**src/rtl/sram_arb_pkg.sv**
```systemverilog
// Shared types and default widths for the SRAM bus arbiter.
package sram_arb_pkg;

    localparam int unsigned AW_DEFAULT = 10;
    localparam int unsigned DW_DEFAULT = 4;

    typedef enum logic [2:0] {
        StIdle,
        StVid,
        StCpuRd,
        StCpuWs,
        StCpuWp,
        StCpuWh
    } arb_state_t;

endpackage

```
**src/rtl/sram_bus_arbiter.sv**
```systemverilog
// Video/CPU arbiter and pin sequencer for an async 1024x4 SRAM bank.
// SRAM_ARB_OVERRUN_EN enables the sticky video overrun flag.
module sram_bus_arbiter #(
    parameter int unsigned AW = sram_arb_pkg::AW_DEFAULT,
    parameter int unsigned DW = sram_arb_pkg::DW_DEFAULT
) (
    input  logic          clk,
    input  logic          rst_n,
    input  logic          i_cpu_req,
    input  logic          i_cpu_we,
    input  logic [AW-1:0] i_cpu_addr,
    input  logic [DW-1:0] i_cpu_wdata,
    output logic [DW-1:0] o_cpu_rdata,
    output logic          o_cpu_ack,
    input  logic          i_vid_req,
    input  logic [AW-1:0] i_vid_addr,
    output logic [DW-1:0] o_vid_data,
    output logic          o_vid_valid,
    output logic          o_vid_overrun,
    output logic [AW-1:0] o_ram_a,
    output logic          o_ram_cs_n,
    output logic          o_ram_we_n,
    output logic [DW-1:0] o_ram_d_out,
    output logic          o_ram_d_oe,
    input  logic [DW-1:0] i_ram_d_in
);
    import sram_arb_pkg::*;

    arb_state_t    r_state;
    arb_state_t    w_state_d;
    logic          w_vid_now;
    logic          w_cpu_now;
    logic          w_enter_vid;
    logic [AW-1:0] w_vid_addr;

    logic          r_vid_pend;
    logic [AW-1:0] r_vid_paddr;
    logic [AW-1:0] r_ram_a;
    logic [DW-1:0] r_ram_d_out;
    logic          r_cs_n;
    logic          r_we_n;
    logic          r_oe;
    logic [DW-1:0] r_cpu_rdata;
    logic          r_cpu_ack;
    logic [DW-1:0] r_vid_data;
    logic          r_vid_valid;
`ifdef SRAM_ARB_OVERRUN_EN
    logic          r_overrun;
`endif

    // A fresh strobe always wins over (and replaces) a pending address.
    assign w_vid_now   = i_vid_req | r_vid_pend;
    assign w_cpu_now   = i_cpu_req & ~r_cpu_ack;
    assign w_vid_addr  = i_vid_req ? i_vid_addr : r_vid_paddr;
    assign w_enter_vid = (w_state_d == StVid);

    always_comb begin
        w_state_d = r_state;
        unique case (r_state)
            StIdle, StVid: begin
                if (w_vid_now) begin
                    w_state_d = StVid;
                end else if (w_cpu_now) begin
                    w_state_d = i_cpu_we ? StCpuWs : StCpuRd;
                end else begin
                    w_state_d = StIdle;
                end
            end
            StCpuRd, StCpuWh: w_state_d = w_vid_now ? StVid : StIdle;
            StCpuWs:          w_state_d = StCpuWp;
            StCpuWp:          w_state_d = StCpuWh;
            default:          w_state_d = StIdle;
        endcase
    end

    always_ff @(posedge clk or negedge rst_n) begin
        if (!rst_n) begin
            r_state     <= StIdle;
            r_vid_pend  <= 1'b0;
            r_vid_paddr <= '0;
            r_ram_a     <= '0;
            r_ram_d_out <= '0;
            r_cs_n      <= 1'b1;
            r_we_n      <= 1'b1;
            r_oe        <= 1'b0;
            r_cpu_rdata <= '0;
            r_cpu_ack   <= 1'b0;
            r_vid_data  <= '0;
            r_vid_valid <= 1'b0;
`ifdef SRAM_ARB_OVERRUN_EN
            r_overrun   <= 1'b0;
`endif
        end else begin
            r_state <= w_state_d;

            if (w_enter_vid) begin
                r_vid_pend <= 1'b0;
            end else if (i_vid_req) begin
                r_vid_pend  <= 1'b1;
                r_vid_paddr <= i_vid_addr;
            end
`ifdef SRAM_ARB_OVERRUN_EN
            if (i_vid_req && r_vid_pend) begin
                r_overrun <= 1'b1;
            end
`endif

            // Address/data are captured only when an access starts, then held.
            if (w_enter_vid) begin
                r_ram_a <= w_vid_addr;
            end else if (w_state_d == StCpuRd) begin
                r_ram_a <= i_cpu_addr;
            end else if (w_state_d == StCpuWs && r_state != StCpuWs) begin
                r_ram_a     <= i_cpu_addr;
                r_ram_d_out <= i_cpu_wdata;
            end

            unique case (w_state_d)
                StVid, StCpuRd: begin
                    r_cs_n <= 1'b0;
                    r_we_n <= 1'b1;
                    r_oe   <= 1'b0;
                end
                StCpuWs, StCpuWh: begin
                    r_cs_n <= 1'b1;
                    r_we_n <= 1'b1;
                    r_oe   <= 1'b1;
                end
                StCpuWp: begin
                    r_cs_n <= 1'b0;
                    r_we_n <= 1'b0;
                    r_oe   <= 1'b1;
                end
                default: begin
                    r_cs_n <= 1'b1;
                    r_we_n <= 1'b1;
                    r_oe   <= 1'b0;
                end
            endcase

            r_vid_valid <= (r_state == StVid);
            if (r_state == StVid) begin
                r_vid_data <= i_ram_d_in;
            end
            r_cpu_ack <= (r_state == StCpuRd) || (r_state == StCpuWh);
            if (r_state == StCpuRd) begin
                r_cpu_rdata <= i_ram_d_in;
            end
        end
    end

    assign o_ram_a     = r_ram_a;
    assign o_ram_cs_n  = r_cs_n;
    assign o_ram_we_n  = r_we_n;
    assign o_ram_d_out = r_ram_d_out;
    assign o_ram_d_oe  = r_oe;
    assign o_cpu_rdata = r_cpu_rdata;
    assign o_cpu_ack   = r_cpu_ack;
    assign o_vid_data  = r_vid_data;
    assign o_vid_valid = r_vid_valid;
`ifdef SRAM_ARB_OVERRUN_EN
    assign o_vid_overrun = r_overrun;
`else
    assign o_vid_overrun = 1'b0;
`endif

endmodule

```
**config.mk**
```make
export PLATFORM = sky130hd
export DESIGN_NAME = sram_bus_arbiter
export DESIGN_NICKNAME = d
export VERILOG_FILES = /design/src/rtl/sram_arb_pkg.sv /design/src/rtl/sram_bus_arbiter.sv
export SDC_FILE = /design/constraint.sdc
export NUM_CORES = 1
export LEC_CHECK = 0
export CELL_PAD_IN_SITES_DETAIL_PLACEMENT = 0
export CELL_PAD_IN_SITES_GLOBAL_PLACEMENT = 1
export CORE_UTILIZATION = 36
export CTS_CLUSTER_DIAMETER = 30
export CTS_CLUSTER_SIZE = 25
export DETAILED_ROUTE_END_ITERATION = 8
export HOLD_SLACK_MARGIN = 0.05
export PLACE_DENSITY_LB_ADDON = 0.08
export SYNTH_ARGS = -nofsm -noshare
export SYNTH_HDL_FRONTEND = slang
export SYNTH_SLANG_ARGS = --single-unit
```
**constraint.sdc**
```tcl
create_clock -name clk -period 2.5 [get_ports clk]
set_clock_uncertainty 0.2 [all_clocks]
set_input_delay 0.75 -clock clk [delete_from_list [all_inputs] [get_ports clk]]
set_output_delay 0.75 -clock clk [all_outputs]
set_load 0.005 [all_outputs]
```
=== Yosys cells after proc, flatten, opt, wreduce, memory -nomap -nowiden ===
Cells that the tools add are included.

* Reductions and logical operators: 10
* Equality and inequality tests: 11
* Bitwise gates (word level): 5
* Multiplexer cells: 14

{| class="wikitable"
|+ Operators by type and width
! cell !! count
|-
| 10-bit two-way mux || 4
|-
| 3-bit by 2-bit == test with 1-bit output (second input constant) || 4
|-
| 3-bit == test (second input constant) || 4
|-
| 3-bit one-hot mux with 4 select lines || 1
|-
| 1-bit two-way mux || 7
|-
| 3-bit by 1-bit == test with 1-bit output (second input constant) || 2
|-
| 3-bit OR reduction || 2
|-
| 2-bit two-way mux || 2
|-
| 2-bit OR reduction || 2
|-
| 3-bit logical NOT || 1
|-
| 3-bit by 2-bit inequality test with 1-bit output (second input constant) || 1
|-
| 1-bit inverter || 3
|-
| 3-bit AND reduction || 1
|-
| 3-bit nonzero test || 1
|-
| 2-bit nonzero test || 1
|-
| 1-bit bitwise AND || 1
|-
| 1-bit logical AND || 1
|-
| 1-bit logical OR || 1
|-
| 1-bit bitwise OR || 1
|}

* Output and inout port bits: 28
* Bits in registers: 41
* Logic and storage cells: 52
* Input bits: 33

=== Depth between registers and ports, before layout ===
* Word-level depth: 10
* Depth in mapped cells: 7

=== Least setup slack after synthesis ===
No wires, ideal clock.

* Path type: input to register
* Start: in i_vid_req
* End: reg r_ram_a[8] (netlist: o_ram_a[8])
* Required time: 2.175 ns
* Library setup time: 0.125 ns
* Setup slack: 0.327 ns
* Arrival time: 1.848 ns
* Path buffers: 1
* Stages: 5
* Cell sequence: or2_2 -> nand3_2 -> buf_6 -> mux2_4 -> mux2_4

* Cells in the longest elaborated chain, start to end: 6
* Elaborated cells between the ends (all ways): 12
* Those cells by class: 3 x eq/ne; 6 x mux; 1 x bitwise; 2 x reduce/logical

{| class="wikitable"
|+ RTL lines
! what !! RTL line !! text
|-
| start, declared || sram_bus_arbiter.sv:15 || <nowiki>input logic i_vid_req,</nowiki>
|-
| 1-bit bitwise OR || sram_bus_arbiter.sv:52 || <nowiki>assign w_vid_now = i_vid_req | r_vid_pend;</nowiki>
|-
| 1-bit two-way mux / 2-bit two-way mux (equally long branches) || sram_bus_arbiter.sv:69, sram_bus_arbiter.sv:61 ||
|-
| 3-bit one-hot mux with 4 select lines || sram_bus_arbiter.sv:59 || <nowiki>unique case (r_state)</nowiki>
|-
| 3-bit by 2-bit == test with 1-bit output (on tied branches) || sram_bus_arbiter.sv:111, sram_bus_arbiter.sv:113 ||
|-
| 10-bit two-way mux / 1-bit logical AND (equally long branches) || sram_bus_arbiter.sv:111, sram_bus_arbiter.sv:113 ||
|-
| 10-bit two-way mux / 3-bit nonzero test (equally long branches) || -- ||
|-
| end signal, assigned || sram_bus_arbiter.sv:110 || <nowiki>r_ram_a <= w_vid_addr;</nowiki>
|-
| end signal, assigned || sram_bus_arbiter.sv:112 || <nowiki>r_ram_a <= i_cpu_addr;</nowiki>
|-
| end signal, assigned || sram_bus_arbiter.sv:114 || <nowiki>r_ram_a <= i_cpu_addr;</nowiki>
|-
| end, declared || sram_bus_arbiter.sv:38 || <nowiki>logic [AW-1:0] r_ram_a;</nowiki>
|}

Parallel ways exist; a longest one is shown, timed or not.
A chain may end at the register's enable or synchronous reset.

=== Worst setup path in the final report ===
* Start: in i_vid_req
* End: reg r_ram_a[9] (netlist: o_ram_a[9])

Same word-level chain as after synthesis.

==> results.sh <==
export IMPL_netlist_area_sq_um=1910
export IMPL_coreArea_sq_um=5110
export IMPL_overflow=0
export IMPL_slew_violations=0
export IMPL_synth_top_area_share=0.511
export IMPL_cts_tree="built"
export IMPL_synth_edff_count=0
export IMPL_irDropWorstVdd_v=0.000515
export IMPL_yosysWarnings=0
export IMPL_std_cell_rows=26
export IMPL_hp_class="reg -> reg"
export IMPL_path_class="in -> reg"
export IMPL_cp_max_fo=6
export IMPL_leakagePower_nw=1.27
export IMPL_cts_post_setup_buffers_inserted=0
export IMPL_rsz0062_at_grt="no"
export IMPL_synth_seq_area_share=0.538
export IMPL_ant_nets=0
export IMPL_start_util=0.374
export IMPL_grt_max_degree=42
export IMPL_post_cts_resized=0
export IMPL_maxCapViolations=0
export IMPL_yosys_top_cells_area="dfrtp_1 51%, mux2_4 11%, mux2i_1 9.4%"
export IMPL_startpoint_type="input port"
export IMPL_netlist_top_cells_count="39 x dfrtp_1, 18 x mux2i_1, 14 x mux2_4"
export IMPL_postSynthCellCount=145
export IMPL_p_per_area_nw_per_um2=1130
export IMPL_gp_congestion=0.800
export IMPL_finalCriticalPeriod_ns=2.39
export IMPL_drtPass1Iterations=3
export IMPL_grt_antenna_before_repair=0
export IMPL_fill_cells=477
export IMPL_cts_sinks=41
export IMPL_fmax_ghz=0.419
export IMPL_port_buffer_count=59
export IMPL_worst_pin_slew_ns=0.518
export IMPL_ctsHtreeMaxLevel=2
export IMPL_maxSlewHeadroom=0.655
export IMPL_cts_hold_buf=0
export IMPL_area_growth_pct=43.1
export IMPL_avgViaCountPerCell=4.59
export IMPL_drcViolationCount=0
export IMPL_grt_usage=0.155
export IMPL_regToRegSetupSlack_ns=0.62
export IMPL_drive_above_1_share=0.261
export IMPL_r2r_end="o_ram_a[0]"
export IMPL_grt_pass1_vias=1388
export IMPL_ios=61
export IMPL_reg2reg_from="r_state[1]"
export IMPL_die_area_sq_um=5600
export IMPL_synth_area_per_cell_sq_um=13.2
export IMPL_clockBufferDepth=2
export IMPL_die_w_um=74.9
export IMPL_synth_main_ff_cell="dfrtp_1"
export IMPL_grt_pass1_wl_mm=6.42
export IMPL_startpoint="i_vid_req"
export IMPL_cp_data_arrival_time_ns=2.36
export IMPL_fin_util=0.535
export IMPL_clk_pin_slew_ns=0.07
export IMPL_power_mw=3.09
export IMPL_crit_path_end="o_ram_a[9]"
export IMPL_ys_types=33
export IMPL_reg2reg_depth=4
export IMPL_status="finished, final reports clean"
export IMPL_final_nets=250
export IMPL_async_flop_share=1.00
export IMPL_cts_made_buffers=5
export IMPL_cts_root_buf="clkbuf_8"
export IMPL_vias=1322
export IMPL_yosysMostFrequentCell="dfrtp_1"
export IMPL_wirelength_mm=3.97
export IMPL_clk_latency_ns=0.28
export IMPL_drtIter0Drc=45
export IMPL_ys_seq_elements=41
export IMPL_setup_viol=0
export IMPL_synth_nets=178
export IMPL_diodes=0
export IMPL_die_h_um=74.9
export IMPL_yosysTopAreaCell="dfrtp_1"
export IMPL_end_kind="flop"
export IMPL_finalHoldViolations=0
export IMPL_hpwl_mm=3.03
export IMPL_crit_required_ns=2.47
export IMPL_fin_crit_sh=0.955
export IMPL_wl_per_cell_um=13.8
export IMPL_setup_tns_ns=0
-- layout make-up --
class | instances | area [sq um] | share of cell area
clock buffers | 7 | 96.3 | 0.0352
well taps | 70 | 87.6 | 0.0320
multi-input cells | 87 | 792 | 0.290
inverters | 9 | 33.8 | 0.0124
flip-flops and latches | 41 | 1030 | 0.376
clock inverters | 1 | 5.00 | 0.00183
repair buffers | 73 | 691 | 0.253
-- cells by family (layout without fill, tap and decap cells) --
logic type             count (synthesis)  in the layout  synth area share
buffers and inverters                 17             90            0.0471
DFF                                   41             41             0.538
and+or+nand+nor                       24             24            0.0812
other                                  1              1           0.00196
AOI/OAI and AO/OA                     19             19            0.0622
muxes                                 43             43             0.269
-- state kept, by name (all words and copies together) (netlist names) --
register and flops:
o_vid_data 4, r_vid_pend 1, o_cpu_rdata 4, o_vid_valid 1, r_vid_paddr 10, o_cpu_ack 1
o_ram_we_n 1, r_state 3, o_ram_cs_n 1, o_ram_d_out 4, o_ram_d_oe 1, o_ram_a 10
-- where the power goes --
part           switching [mW]  internal [mW]  leakage (nW)
Clock                   0.217          0.249        0.0542
Combinational           0.477          0.948         0.735
Sequential              0.207          0.990         0.478
-- layer usage --
layer  vias to the layer above  track usage  part of all wire
met3                         4       0.0469             0.056
met1                       643        0.186              0.43
met4                         0       0.0440            0.0081
li1                        635            -                 -
met2                        40        0.268              0.51
met5                         -            0                 0
-- metrics by stage --
| stage | setup slack [ns] | hold slack [ns] | area (sq um) | instances |
|---|---|---|---|---|
| final | 0.113 | 0.305 | 2730 | 288 |
| after global routing | 0.0535 | 0.333 | 2730 | 288 |
| after CTS | 0.114 | 0.307 | 2730 | 288 |
| after detailed placement | -0.203 | 0.289 | 2630 | 280 |
| after global placement | -0.146 | 0.272 | 2630 | 280 |
| after floorplan | 0.327 | 0.254 | 1910 | 145 |
-- cells in the final DEF (no fill, tap or decap), drive strengths merged --
| cell | Yosys | layout |
|---|---|---|
| and2 | 1 | 1 |
| clkinv | 0 | 1 |
| o21a | 1 | 1 |
| nand2b | 2 | 2 |
| mux2i | 18 | 18 |
| a22o | 1 | 1 |
| nor4b | 1 | 1 |
| a21oi | 11 | 11 |
| o221ai | 1 | 1 |
| inv | 9 | 9 |
| mux2 | 25 | 25 |
| nor2b | 2 | 2 |
| o21ai | 2 | 2 |
| nor3b | 1 | 1 |
| nor2 | 10 | 10 |
| or2 | 1 | 1 |
| dfrtp | 39 | 39 |
| conb | 1 | 1 |
| nand3 | 1 | 1 |
| o31ai | 1 | 1 |
| a21o | 1 | 1 |
| clkdlybuf4s50 | 0 | 58 |
| o21bai | 1 | 1 |
| nand2 | 5 | 5 |
| dfstp | 2 | 2 |
| buf | 7 | 15 |
| clkbuf | 1 | 7 |
-- worst max-delay path, stage by stage --
cell	delay, ns
clkdlybuf4s50_1	0.46
or2_2	0.36
o221ai_2	0.22
buf_4	0.22
mux2_2	0.35
-- worst min path at each step --
stage                   start             end  slack (ns)  cells past startpoint
6_report       r_vid_paddr[8]  r_vid_paddr[8]        0.30                      1
5_1_grt            o_ram_a[8]      o_ram_a[8]        0.33                      1
4_1_cts        r_vid_paddr[8]  r_vid_paddr[8]        0.31                      1
3_5_place_dp   r_vid_paddr[8]  r_vid_paddr[8]        0.29                      1
3_3_place_gp   r_vid_paddr[8]  r_vid_paddr[8]        0.27                      1
2_1_floorplan           rst_n       o_cpu_ack        0.25                      0
Power figures use the tool's default switching activity.
